## config.mk

```make
export PLATFORM = sky130hd
export DESIGN_NAME = ysyx_24100029_icache
export DESIGN_NICKNAME = d
export VERILOG_FILES = /design/src/rtl/ysyx_24100029_icache.sv
export SDC_FILE = /design/constraint.sdc
export NUM_CORES = 2
export LEC_CHECK = 0
export BUFFER_PORTS_ARGS = -buffer_cell sky130_fd_sc_hd__buf_2
export CAP_MARGIN = 20
export CORE_ASPECT_RATIO = 0.5
export CORE_UTILIZATION = 40
export DETAILED_ROUTE_END_ITERATION = 12
export GPL_TIMING_DRIVEN = 0
export PLACE_DENSITY = 0.51
export SLEW_MARGIN = 5
export SYNTH_ARGS = -nofsm -noshare
export SYNTH_HDL_FRONTEND = slang
export SYNTH_SLANG_ARGS = --single-unit
```

## constraint.sdc

```tcl
create_clock -name clock -period 7 [get_ports clock]
set_input_delay 0.7 -clock clock [delete_from_list [all_inputs] [get_ports clock]]
set_output_delay 0.7 -clock clock [all_outputs]
set_load 0.05 [all_outputs]
```

## src/rtl/ysyx_24100029_icache.sv

```systemverilog
// Direct-mapped read-only instruction cache: single-beat upstream fetches,
// whole-line INCR burst refills downstream, fence_i invalidates every line.
module ysyx_24100029_icache #(
    parameter int unsigned ADDR_W     = 32,
    parameter int unsigned LINE_WORDS = 4,
    parameter int unsigned SETS       = 16,
    parameter int unsigned ID         = 0
) (
    input  logic              clock,
    input  logic              reset,
    input  logic              fence_i,
    input  logic              s_arvalid,
    output logic              s_arready,
    input  logic [ADDR_W-1:0] s_araddr,
    output logic              s_rvalid,
    input  logic              s_rready,
    output logic [31:0]       s_rdata,
    output logic [1:0]        s_rresp,
    output logic              s_rlast,
    output logic              m_arvalid,
    input  logic              m_arready,
    output logic [ADDR_W-1:0] m_araddr,
    output logic [3:0]        m_arid,
    output logic [7:0]        m_arlen,
    output logic [2:0]        m_arsize,
    output logic [1:0]        m_arburst,
    input  logic              m_rvalid,
    output logic              m_rready,
    input  logic [31:0]       m_rdata,
    input  logic [1:0]        m_rresp,
    input  logic              m_rlast
);

    localparam int unsigned OW = $clog2(LINE_WORDS);
    localparam int unsigned IW = $clog2(SETS);
    localparam int unsigned TW = ADDR_W - OW - IW - 2;
    localparam int unsigned CW = OW + 1;

    typedef enum logic [2:0] {
        S_IDLE,
        S_LOOKUP,
        S_MISS_AR,
        S_MISS_R,
        S_RESP
    } state_e;

    state_e            state_q, state_d;
    logic [ADDR_W-1:0] addr_q, addr_d;
    logic [SETS-1:0]   valid_q, valid_d;
    logic              fence_pend_q, fence_pend_d;
    logic [CW-1:0]     cnt_q, cnt_d;
    logic              err_q, err_d;
    logic [31:0]       rdata_q, rdata_d;
    logic [1:0]        rresp_q, rresp_d;

    logic [TW-1:0]     tag_q  [SETS];
    logic [31:0]       data_q [SETS*LINE_WORDS];

    logic              data_we;
    logic              tag_we;
    logic [OW-1:0]     req_off;
    logic [IW-1:0]     req_idx;
    logic [TW-1:0]     req_tag;
    logic              hit;
    logic              fence_now;
    logic              unused_addr_lsb;

    assign req_off         = addr_q[OW+1:2];
    assign req_idx         = addr_q[OW+IW+1:OW+2];
    assign req_tag         = addr_q[ADDR_W-1:OW+IW+2];
    assign hit             = valid_q[req_idx] && (tag_q[req_idx] == req_tag);
    assign fence_now       = fence_i || fence_pend_q;
    assign unused_addr_lsb = ^addr_q[1:0];

    // Next-state and datapath control
    always_comb begin
        state_d      = state_q;
        addr_d       = addr_q;
        valid_d      = valid_q;
        fence_pend_d = fence_pend_q;
        cnt_d        = cnt_q;
        err_d        = err_q;
        rdata_d      = rdata_q;
        rresp_d      = rresp_q;
        data_we      = 1'b0;
        tag_we       = 1'b0;

        if (fence_i && (state_q != S_IDLE)) begin
            fence_pend_d = 1'b1;
        end

        case (state_q)
            S_IDLE: begin
                if (fence_now) begin
                    valid_d      = '0;
                    fence_pend_d = 1'b0;
                end else if (s_arvalid) begin
                    addr_d  = s_araddr;
                    state_d = S_LOOKUP;
                end
            end
            S_LOOKUP: begin
                if (hit) begin
                    rdata_d = data_q[{req_idx, req_off}];
                    rresp_d = 2'b00;
                    state_d = S_RESP;
                end else begin
                    state_d = S_MISS_AR;
                end
            end
            S_MISS_AR: begin
                if (m_arready) begin
                    // The refill overwrites the set, so the old line is dropped now
                    valid_d[req_idx] = 1'b0;
                    cnt_d            = '0;
                    err_d            = 1'b0;
                    state_d          = S_MISS_R;
                end
            end
            S_MISS_R: begin
                if (m_rvalid) begin
                    if (cnt_q < CW'(LINE_WORDS)) begin
                        data_we = 1'b1;
                        cnt_d   = cnt_q + CW'(1);
                        if (cnt_q[OW-1:0] == req_off) begin
                            rdata_d = m_rdata;
                        end
                    end else begin
                        err_d = 1'b1;
                    end
                    if (m_rresp != 2'b00) begin
                        err_d = 1'b1;
                    end
                    if (m_rlast) begin
                        if (!err_d && (cnt_q == CW'(LINE_WORDS - 1))) begin
                            tag_we           = 1'b1;
                            valid_d[req_idx] = 1'b1;
                            rresp_d          = 2'b00;
                        end else begin
                            rresp_d = 2'b10;
                            rdata_d = 32'h0;
                        end
                        state_d = S_RESP;
                    end
                end
            end
            S_RESP: begin
                if (s_rready) begin
                    state_d = S_IDLE;
                end
            end
            default: state_d = S_IDLE;
        endcase
    end

    always_ff @(posedge clock or negedge reset) begin
        if (!reset) begin
            state_q      <= S_IDLE;
            addr_q       <= '0;
            valid_q      <= '0;
            fence_pend_q <= 1'b0;
            cnt_q        <= '0;
            err_q        <= 1'b0;
            rdata_q      <= 32'h0;
            rresp_q      <= 2'b00;
        end else begin
            state_q      <= state_d;
            addr_q       <= addr_d;
            valid_q      <= valid_d;
            fence_pend_q <= fence_pend_d;
            cnt_q        <= cnt_d;
            err_q        <= err_d;
            rdata_q      <= rdata_d;
            rresp_q      <= rresp_d;
        end
    end

    // Tag and data arrays carry no reset; valid bits gate every read
    always_ff @(posedge clock) begin
        if (data_we) begin
            data_q[{req_idx, cnt_q[OW-1:0]}] <= m_rdata;
        end
        if (tag_we) begin
            tag_q[req_idx] <= req_tag;
        end
    end

    assign s_arready = reset && (state_q == S_IDLE) && !fence_now;
    assign s_rvalid  = (state_q == S_RESP);
    assign s_rlast   = (state_q == S_RESP);
    assign s_rdata   = rdata_q;
    assign s_rresp   = rresp_q;
    assign m_arvalid = (state_q == S_MISS_AR);
    assign m_araddr  = {req_tag, req_idx, {(OW + 2){1'b0}}};
    assign m_arid    = 4'(ID);
    assign m_arlen   = 8'(LINE_WORDS - 1);
    assign m_arsize  = 3'b010;
    assign m_arburst = 2'b01;
    assign m_rready  = (state_q == S_MISS_R);

endmodule

```

==> metrics.csv <==
metric,value,unit
gp_congestion,0.822,
cp_cell_sequence,buf_4 -> buf_4 -> buf_2 -> buf_2 -> buf_2 -> buf_2 -> buf_2 -> buf_2 -> buf_2 -> buf_2 -> nand3_2 -> nor2_4 -> buf_12,
final_cell_mix,"2432 x edfxtp_1, 700 x mux4_2, 235 x clkbuf_16",
cp.buffers_inverters,11,
hold_violations,0,
outcome,"complete, no violations",
max_slew_margin,0.197,
cp_top_family,buffers and inverters,
worstPathArrival,7.30,ns
power_frac_comb,0.327,
cts_root_buf,clkbuf_16,
die_x,702,um
io_pins,162,
rsz0062_at_grt,no,
crit_slowest_cell,nor2_4,
synthArstFlopShare,0.0345,
multi_input_area,21900,um2
place_area,107000,um2
period_share,0.963,
p_sw_frac,0.333,
antenna_found_initial,14,
intPower,29600,uW
cts_sinks,2519,
crit_path_start,addr_q[4]$_DFFE_PN0P_,
drc,0,
track_usage,0.240,
numPortBuffers,137,
fp.dieH,352,um
grt_pass1_vias,49600,
clock_latency,0.90,ns
maxCapViolations,0,
post_drt_wl_per_cell,35.8,um
ys.flop_type,edfxtp_1,
grt_start_max_net_pins,67,
irDropWorstVdd,0.228,mV
path_common_cell,buf_2,
total_power,44400,uW
finalCriticalPeriod,6.74,ns
drt_wl_total,297,mm
via_per_inst,5.87,
power_switching,14800,uW
yosysWarnings,0,
clock.fmax,0.148,GHz
start_util,0.402,
final_common_cell,edfxtp_1,
syn2layout_area_growth,16.7,%
syn-cell-area,98000,um2
grt_overflow_total,0,
setup_viol,0,
worstReg2RegStart,addr_q[4]$_DFFE_PN0P_,
hp-start,s_araddr[27],
clkPwrFrac,0.276,
ys_types,69,
die_area,247000,um2
drv_slew,0,
holdCritPathClass,in2reg,
stdcell_area,114000,um2
vias,48800,
coreArea,244000,um2
hpwl,200,mm
synth-edff-count,2432,
ys_ff_latch,2519,
path_class,reg2reg,
syn_avg_cell_area,22.9,um2
rows,128,
clockBufferDepth,4,
drive_gt1_frac,0.327,
crit_path_max_incr_delay,0.84,ns
ctsHtreeMaxLevel,4,
skew,0.0707,ns
cts_buffers,230,
seqPwrFrac,0.397,
p_per_area,388,nW/um2
first_pass_iters,7,
p_leak,0.0361,uW
ant_nets,0,
syn_inst,4278,
seq_area,75200,um2
drt-initial-drc-count,6360,
num-nets-final,4955,
worst_slew_pin_slew,1.20,ns
end_kind,flip-flop,
worstPathRequired,7.56,ns
fillers,19900,
grt_first_pass_wirelength,409,mm
clkTransAtPathRegs,0.06,ns
worstPathMaxFanout,19,
cts_tree,built,
seq_area_frac_synth,0.767,
startpoint_type,flip-flop,
[Yosys cell counts, types with 15 or more instances]
cell,count,area (um2)
buf_2,63,315
a21o_1,15,113
edfxtp_1,2432,73000
mux4_2,700,15800
o21ai_0,50,250
nor3_1,18,90.1
nand2_1,64,240
nor2_1,131,492
mux2_2,45,507
buf_1,41,154
mux2i_1,113,1130
nand3_1,23,115
a221oi_1,19,166
dfrtp_1,87,2180
a21oi_1,48,240
o2bb2ai_2,30,450
clkbuf_1,109,409
buf_4,58,435
a22oi_1,33,248
inv_1,18,67.6
[flip-flops by register name (all words and copies together), names as in the netlist]
| name | count |
|---|---|
| addr_q | 30 |
| cnt_q | 3 |
| data_q | 2048 |
| err_q | 1 |
| fence_pend_q | 1 |
| s_rdata | 32 |
| s_rresp | 1 |
| state_q | 3 |
| tag_q | 384 |
| valid_q | 16 |
[final cells by class]
type / instances / area share
timing repair buffer: 349 / 0.0400
buffer: 288 / 0.0134
clock inverter: 111 / 0.00726
sequential: 2519 / 0.658
antenna: 1 / 0.0000219
tap: 3250 / 0.0356
clock buffer: 297 / 0.0542
multi-input combinational: 1471 / 0.191
inverter: 20 / 0.000656
[through the flow]
stage	TNS (ns)	hold slack (ns)	worst slack [ns]	utilization	cells
floorplan	0	0.404	2.46	-	4298
global placement	-3697.42	0.454	-2.87	0.422	7685
detailed placement	-18.76	0.466	-0.178	0.438	7846
CTS	0	0.0198	0.252	0.467	8274
global route	0	0.0432	0.157	0.470	8305
finish	0	0.0750	0.262	0.470	8306
[power groups by stage]
stage / combinational [uW] / sequential, uW / clock [uW]
2_1_floorplan: 8570 / 18000 / 0
3_3_place_gp: 14100 / 17900 / 0
3_5_place_dp: 14500 / 18000 / 0
4_1_cts: 14600 / 17700 / 12400
5_1_grt: 15100 / 17700 / 13000
6_report: 14500 / 17600 / 12200
[layer usage]
metal | GRT usage | wire, um
met5 | 0 | 31
met4 | 0.0707 | 9640
met3 | 0.0365 | 20600
met2 | 0.384 | 141000
met1 | 0.343 | 126000
[worst paths after layout]
| path | slack (ns) | to | cells past startpoint |
|---|---|---|---|
| max | 0.26 | data_q[14][16]$_DFFE_PP_ | 13 |
| max in group asynchronous | 5.88 | s_rdata[16]$_DFFE_PN0P_ | 3 |
| min | 0.08 | addr_q[27]$_DFFE_PN0P_ | 2 |
| min reg2reg | 0.47 | valid_q[3]$_DFFE_PN0P_ | 1 |
| min in group asynchronous | 0.30 | s_rdata[19]$_DFFE_PN0P_ | 2 |
| max reg2reg | 0.26 | data_q[14][16]$_DFFE_PP_ | 13 |
[what timing repair did]
| action | in CTS | in global routing |
|---|---|---|
| endpoints found under the hold margin | 24 | 0 |
| setup endpoints to repair | 179 | 0 |
| resized for setup | 2 | 0 |
| hold buffers | 3 | 0 |
| buffers inserted | 17 | 0 |
[cell families (layout without fill, tap and decap cells)]
family,count (synthesis),in the layout,share of synthesized area
and+or+nand+nor,285,285,0.0130
AOI/OAI and AO/OA,272,272,0.0216
adders and majority gates,2,2,0.000255
muxes,864,864,0.179
DFF,2519,2519,0.767
buffers and inverters,308,1065,0.0163
other,2,23,0.0000766
xor gates and xnor gates,26,26,0.00232
Power figures use the tool's default switching activity.
